<file path="config.mk">
export PLATFORM = sky130hd
export DESIGN_NAME = timer_ctrl
export DESIGN_NICKNAME = d
export VERILOG_FILES = /design/src/rtl/timer_ctrl.sv
export SDC_FILE = /design/constraint.sdc
export NUM_CORES = 1
export LEC_CHECK = 0
export BUFFER_PORTS_ARGS = -buffer_cell sky130_fd_sc_hd__buf_2
export CORE_ASPECT_RATIO = 1.1
export CORE_MARGIN = 4
export CORE_UTILIZATION = 44
export CTS_CLUSTER_SIZE = 40
export DETAILED_ROUTE_END_ITERATION = 12
export HOLD_SLACK_MARGIN = 0.15
export MAX_ROUTING_LAYER = met4
export PLACE_DENSITY = 0.81
export SKIP_CTS_REPAIR_TIMING = 1
export SYNTH_ARGS = -nofsm -noshare
export SYNTH_HDL_FRONTEND = slang
export SYNTH_SLANG_ARGS = --single-unit
export TNS_END_PERCENT = 100
</file>
<file path="constraint.sdc">
create_clock -name pclk -period 2.55 [get_ports pclk]
set_input_delay 0 -clock pclk [delete_from_list [all_inputs] [get_ports pclk]]
set_output_delay 0 -clock pclk [all_outputs]
set_load 0.01 [all_outputs]
</file>
<file path="src/rtl/timer_ctrl.sv">
// Sequencing controller for the 32-bit timer counter: prescaled count ticks,
// terminal-value reload/stop, compare detection and W1C status/interrupt.
module timer_ctrl #(
    parameter int unsigned PSC_W = 8
) (
    input  logic             pclk,
    input  logic             preset,
    input  logic             start,
    input  logic             stop,
    input  logic             soft_load,
    input  logic             mode_down,
    input  logic             auto_reload,
    input  logic [PSC_W-1:0] psc,
    input  logic [31:0]      cmp_val,
    input  logic             ovf_ie,
    input  logic             udf_ie,
    input  logic             cmp_ie,
    input  logic [2:0]       flag_clr,
    input  logic [31:0]      cnt,
    input  logic [31:0]      last_cnt,
    output logic             load,
    output logic             en,
    output logic             updown,
    output logic             count_enable,
    output logic             ovf_flag,
    output logic             udf_flag,
    output logic             cmp_flag,
    output logic             irq,
    output logic             busy
);

    localparam int unsigned CNT_W  = 32;
    localparam int unsigned FLAG_W = 3;

    localparam logic [1:0] ST_IDLE = 2'd0;
    localparam logic [1:0] ST_LOAD = 2'd1;
    localparam logic [1:0] ST_RUN  = 2'd2;

    logic [1:0]        state_q, state_d;
    logic [PSC_W-1:0]  pc_q, pc_d;
    logic [PSC_W-1:0]  psc_q, psc_d;
    logic              dir_q, dir_d;
    logic              ar_q, ar_d;
    logic [FLAG_W-1:0] flags_q, flags_d;

    logic              is_run;
    logic              tick;
    logic              at_term;
    logic              term;
    logic              cmp_evt;
    logic [FLAG_W-1:0] flag_set;

    // Terminal value is all-ones counting up, zero counting down.
    always_comb begin
        is_run   = (state_q == ST_RUN);
        tick     = is_run && (pc_q == psc_q);
        at_term  = dir_q ? (cnt == CNT_W'(0)) : (cnt == {CNT_W{1'b1}});
        term     = tick && at_term;
        cmp_evt  = is_run && (cnt != last_cnt) && (cnt == cmp_val);
        flag_set = {cmp_evt, term && dir_q, term && !dir_q};
    end

    always_comb begin
        state_d = state_q;
        pc_d    = pc_q;
        psc_d   = psc_q;
        dir_d   = dir_q;
        ar_d    = ar_q;
        flags_d = (flags_q & ~flag_clr) | flag_set;

        case (state_q)
            ST_IDLE: begin
                if (start) state_d = ST_LOAD;
            end
            ST_LOAD: begin
                dir_d   = mode_down;
                ar_d    = auto_reload;
                psc_d   = psc;
                pc_d    = '0;
                state_d = ST_RUN;
            end
            ST_RUN: begin
                pc_d = tick ? '0 : pc_q + PSC_W'(1);
                if (soft_load)         state_d = ST_LOAD;
                else if (term && !ar_q) state_d = ST_IDLE;
            end
            default: state_d = ST_IDLE;
        endcase

        if (stop) state_d = ST_IDLE;
    end

    always_ff @(posedge pclk or posedge preset) begin
        if (preset) begin
            state_q <= ST_IDLE;
            pc_q    <= '0;
            psc_q   <= '0;
            dir_q   <= 1'b0;
            ar_q    <= 1'b0;
            flags_q <= '0;
        end else begin
            state_q <= state_d;
            pc_q    <= pc_d;
            psc_q   <= psc_d;
            dir_q   <= dir_d;
            ar_q    <= ar_d;
            flags_q <= flags_d;
        end
    end

    // Strobes decode directly from registered state so the counter sees no extra latency.
    assign load         = (state_q == ST_LOAD) || (term && ar_q);
    assign en           = is_run;
    assign updown       = dir_q;
    assign count_enable = tick && !term;
    assign busy         = (state_q != ST_IDLE);

    assign ovf_flag = flags_q[0];
    assign udf_flag = flags_q[1];
    assign cmp_flag = flags_q[2];
    assign irq      = |(flags_q & {cmp_ie, udf_ie, ovf_ie});

endmodule
</file>
==> qor.yml <==
synth:
  ys_types: 31
  synth_edf_count: 0
  synth_top_area_share: 0.277
  synth_area_leaders: "dfrtp_1 28%, xor2_1 18%, xnor2_1 11%, mux2_2 6.0%, nand4_1 5.7%"
  muxShareOfSynthArea: 0.0716
  yosys.area_share.simple: 0.217
  yosysWarnings: 0
  yosysSeqAreaShare: 0.277
  synth.most_common_cell: "xor2_1"
  ys_async_sr_fraction: 1.00
  synth_area_um2: 2080
  synth_top_family_by_area: "XOR/XNOR gates"
  avgSynthCellArea_um2: 9.08
  synth_nets: 352
  yosys.area_share.xor_xnor: 0.291
  synth_fa_ha_area_frac: 0.0361
  synth-seq-cells: 23
  synth_compound_area_frac: 0.0806
  postSynthCellCount: 229
  synthFlopType: "dfrtp_1"
  synth_common_cells: "43 x xor2_1, 26 x xnor2_1, 23 x dfrtp_1"
  synth_area_leader_cell: "dfrtp_1"
critical_path:
  start_kind: "flop"
  path_delay_family: "simple AND/OR/NAND/NOR gates"
  crit_type: "reg -> reg"
  crit_chain: "inv_1 > ha_1 > nand4_1 > nor4_1 > nand4_1 > o22ai_1 > dlygate4sd3_1"
  critPathRequiredTime_ns: 2.76
  crit_arrival_ns: 2.57
  slowest_stage: "dlygate4sd3_1"
  r2r_setup_slack_ns: 0.19
  cp_common_cell: "nand4_1"
  endpoint_kind: "flop"
  cp_max_fo: 7
  crit_buf_inv: 2
  max_stage_delay_ns: 0.56
grt:
  grt_pass1_vias: 2330
  grt_pass1_wl_mm: 10.2
  grtUsageTotal: 0.232
  grt_overflow: 0
  grt_antenna_before_repair: 0
  grt_max_degree: 24
clock_network:
  path_clk_slew_ns: 0.08
  cts_tree: "yes"
  clk-insertion-delay-late_ns: 0.27
  clock_path_buffers: 2
  clkSinkCount: 23
  cts_root_buffer: "clkbuf_8"
  cts.htree.levels: 1
  cts_made_buffers: 3
die:
  rows: 25
  start_util: 0.468
  core_area_um2: 4440
  die_height_um: 80.1
  dieWidth_um: 73.5
  boundaryPins: 126
  die_area_um2: 5890
timing:
  fmax_ghz: 0.424
  fin_ws_ns: 0.190
  finalHoldViolations: 0
  setup_viol: 0
  min_period_over_period: 0.926
  slew_violations: 0
  relSlewSlack: 0.432
  worstMarginPinSlew_ns: 0.851
  skew_ns: 0.00430
  hold_ws_ns: 0.238
  period_needed_ns: 2.36
min_path:
  min_path_type: "in -> reg"
power_and_ir_drop:
  p_leak_nw: 1.45
  ir_drop_v: 0.000270
  seq_power_share: 0.352
  swShare: 0.384
  power.switching_w: 0.000604
  pwr-share-comb: 0.503
  clockPowerShare: 0.145
  power.total_w: 0.00157
  p_int_w: 0.000970
  p_per_area_nw_per_um2: 529
routing:
  drt_first_pass_iters: 4
  drc_errors: 0
  routed_via_density: 5.53
  drt_iter0_markers: 170
  ant_nets: 0
  drt_wl_total_mm: 6.98
  vias: 2363
  wl_per_cell_um: 16.4
status:
  outcome: "completed"
cells_and_area:
  final_cells: 427
  drive_gt1_frac: 0.389
  fillCellCount: 366
  syn_to_final_growth_pct: 43.1
  n_antenna_cell: 0
  fin_util: 0.670
  final_nets: 497
placement:
  dp_hpwl_mm: 5.88
  gp_congestion: 0.971
  portBuffers: 125
  dp_worst_setup_slack_ns: 0.490
  dp.cells: 407
job:
  drv_cap: 0
-- power by group through the flow --
stage                     combinational, W  clock [W]  sequential, W
final                             0.000792   0.000228       0.000554
after global routing              0.000877   0.000242       0.000570
after CTS                         0.000775   0.000228       0.000551
after detailed placement          0.000770          0       0.000559
after global placement            0.000737          0       0.000550
after floorplan                   0.000498          0       0.000539
-- placed cells by master, fill, tap and decap left out, types with 3 or more instances in the layout --
| master | instances |
|---|---|
| a21oi_1 | 4 |
| a22o_1 | 4 |
| and3_1 | 4 |
| buf_2 | 125 |
| clkbuf_8 | 3 |
| dfrtp_1 | 23 |
| dlygate4sd3_1 | 16 |
| ha_1 | 6 |
| inv_1 | 14 |
| mux2_2 | 11 |
| nand2_1 | 7 |
| nand4_1 | 19 |
| nor2_1 | 13 |
| nor2b_1 | 4 |
| nor3_1 | 4 |
| nor4_1 | 19 |
| o21ai_0 | 6 |
| o22ai_1 | 3 |
| xnor2_1 | 26 |
| xor2_1 | 43 |
-- worst register-to-register path, delay by kind of cell (launching register included) --
family	cells	cell delay, ns
and+or+nand+nor	3	0.73
buffers and inverters	2	0.67
DFF	1	0.44
adders and majority gates	1	0.32
AOI/OAI and AO/OA	1	0.15
-- flip-flops by register name (all words and copies together), names as in the netlist --
name     cells
pc_q         8
psc_q        8
flags_q      3
updown       1
ar_q         1
state_q      2
-- metal layers --
layer | track usage | vias to the layer above | part of all wire
li1 | - | 1116 | -
met1 | 0.249 | 1109 | 0.36
met2 | 0.432 | 118 | 0.54
met3 | 0.0200 | 20 | 0.063
met4 | 0.0942 | 0 | 0.031
met5 | - | - | 0
-- cell type report --
cell class	instances	area, um^2	share of cell area
repair buffers	141	786	0.264
multi-input cells	191	1450	0.487
clock inverters	1	5.00	0.00168
flip-flops and latches	23	576	0.193
inverters	14	52.6	0.0177
well taps	54	67.6	0.0227
clock buffers	3	41.3	0.0139
-- metrics by stage --
stage,setup TNS [ns],area [um^2]
6_report,0,2980
5_1_grt,-0.0448,2980
4_1_cts,0,2820
3_5_place_dp,0,2770
3_3_place_gp,0,2770
2_1_floorplan,0,2080
-- cells by family after synthesis --
group	after synthesis
mux	13
fa+ha+maj	6
compound gates	24
buf+inv	15
flops	23
xor+xnor	69
simple gates	79
-- final timing paths --
path                            startpoint         end  cells after the start
worst max-delay path            state_q[0]  flags_q[2]                      7
max in group asynchronous           preset    psc_q[6]                      3
worst min register to register    psc_q[7]    psc_q[7]                      1
worst max register to register  state_q[0]  flags_q[2]                      7
min in group asynchronous           preset        ar_q                      3
worst min-delay path                 start  state_q[1]                      5
(Power assumes the default switching activity.)
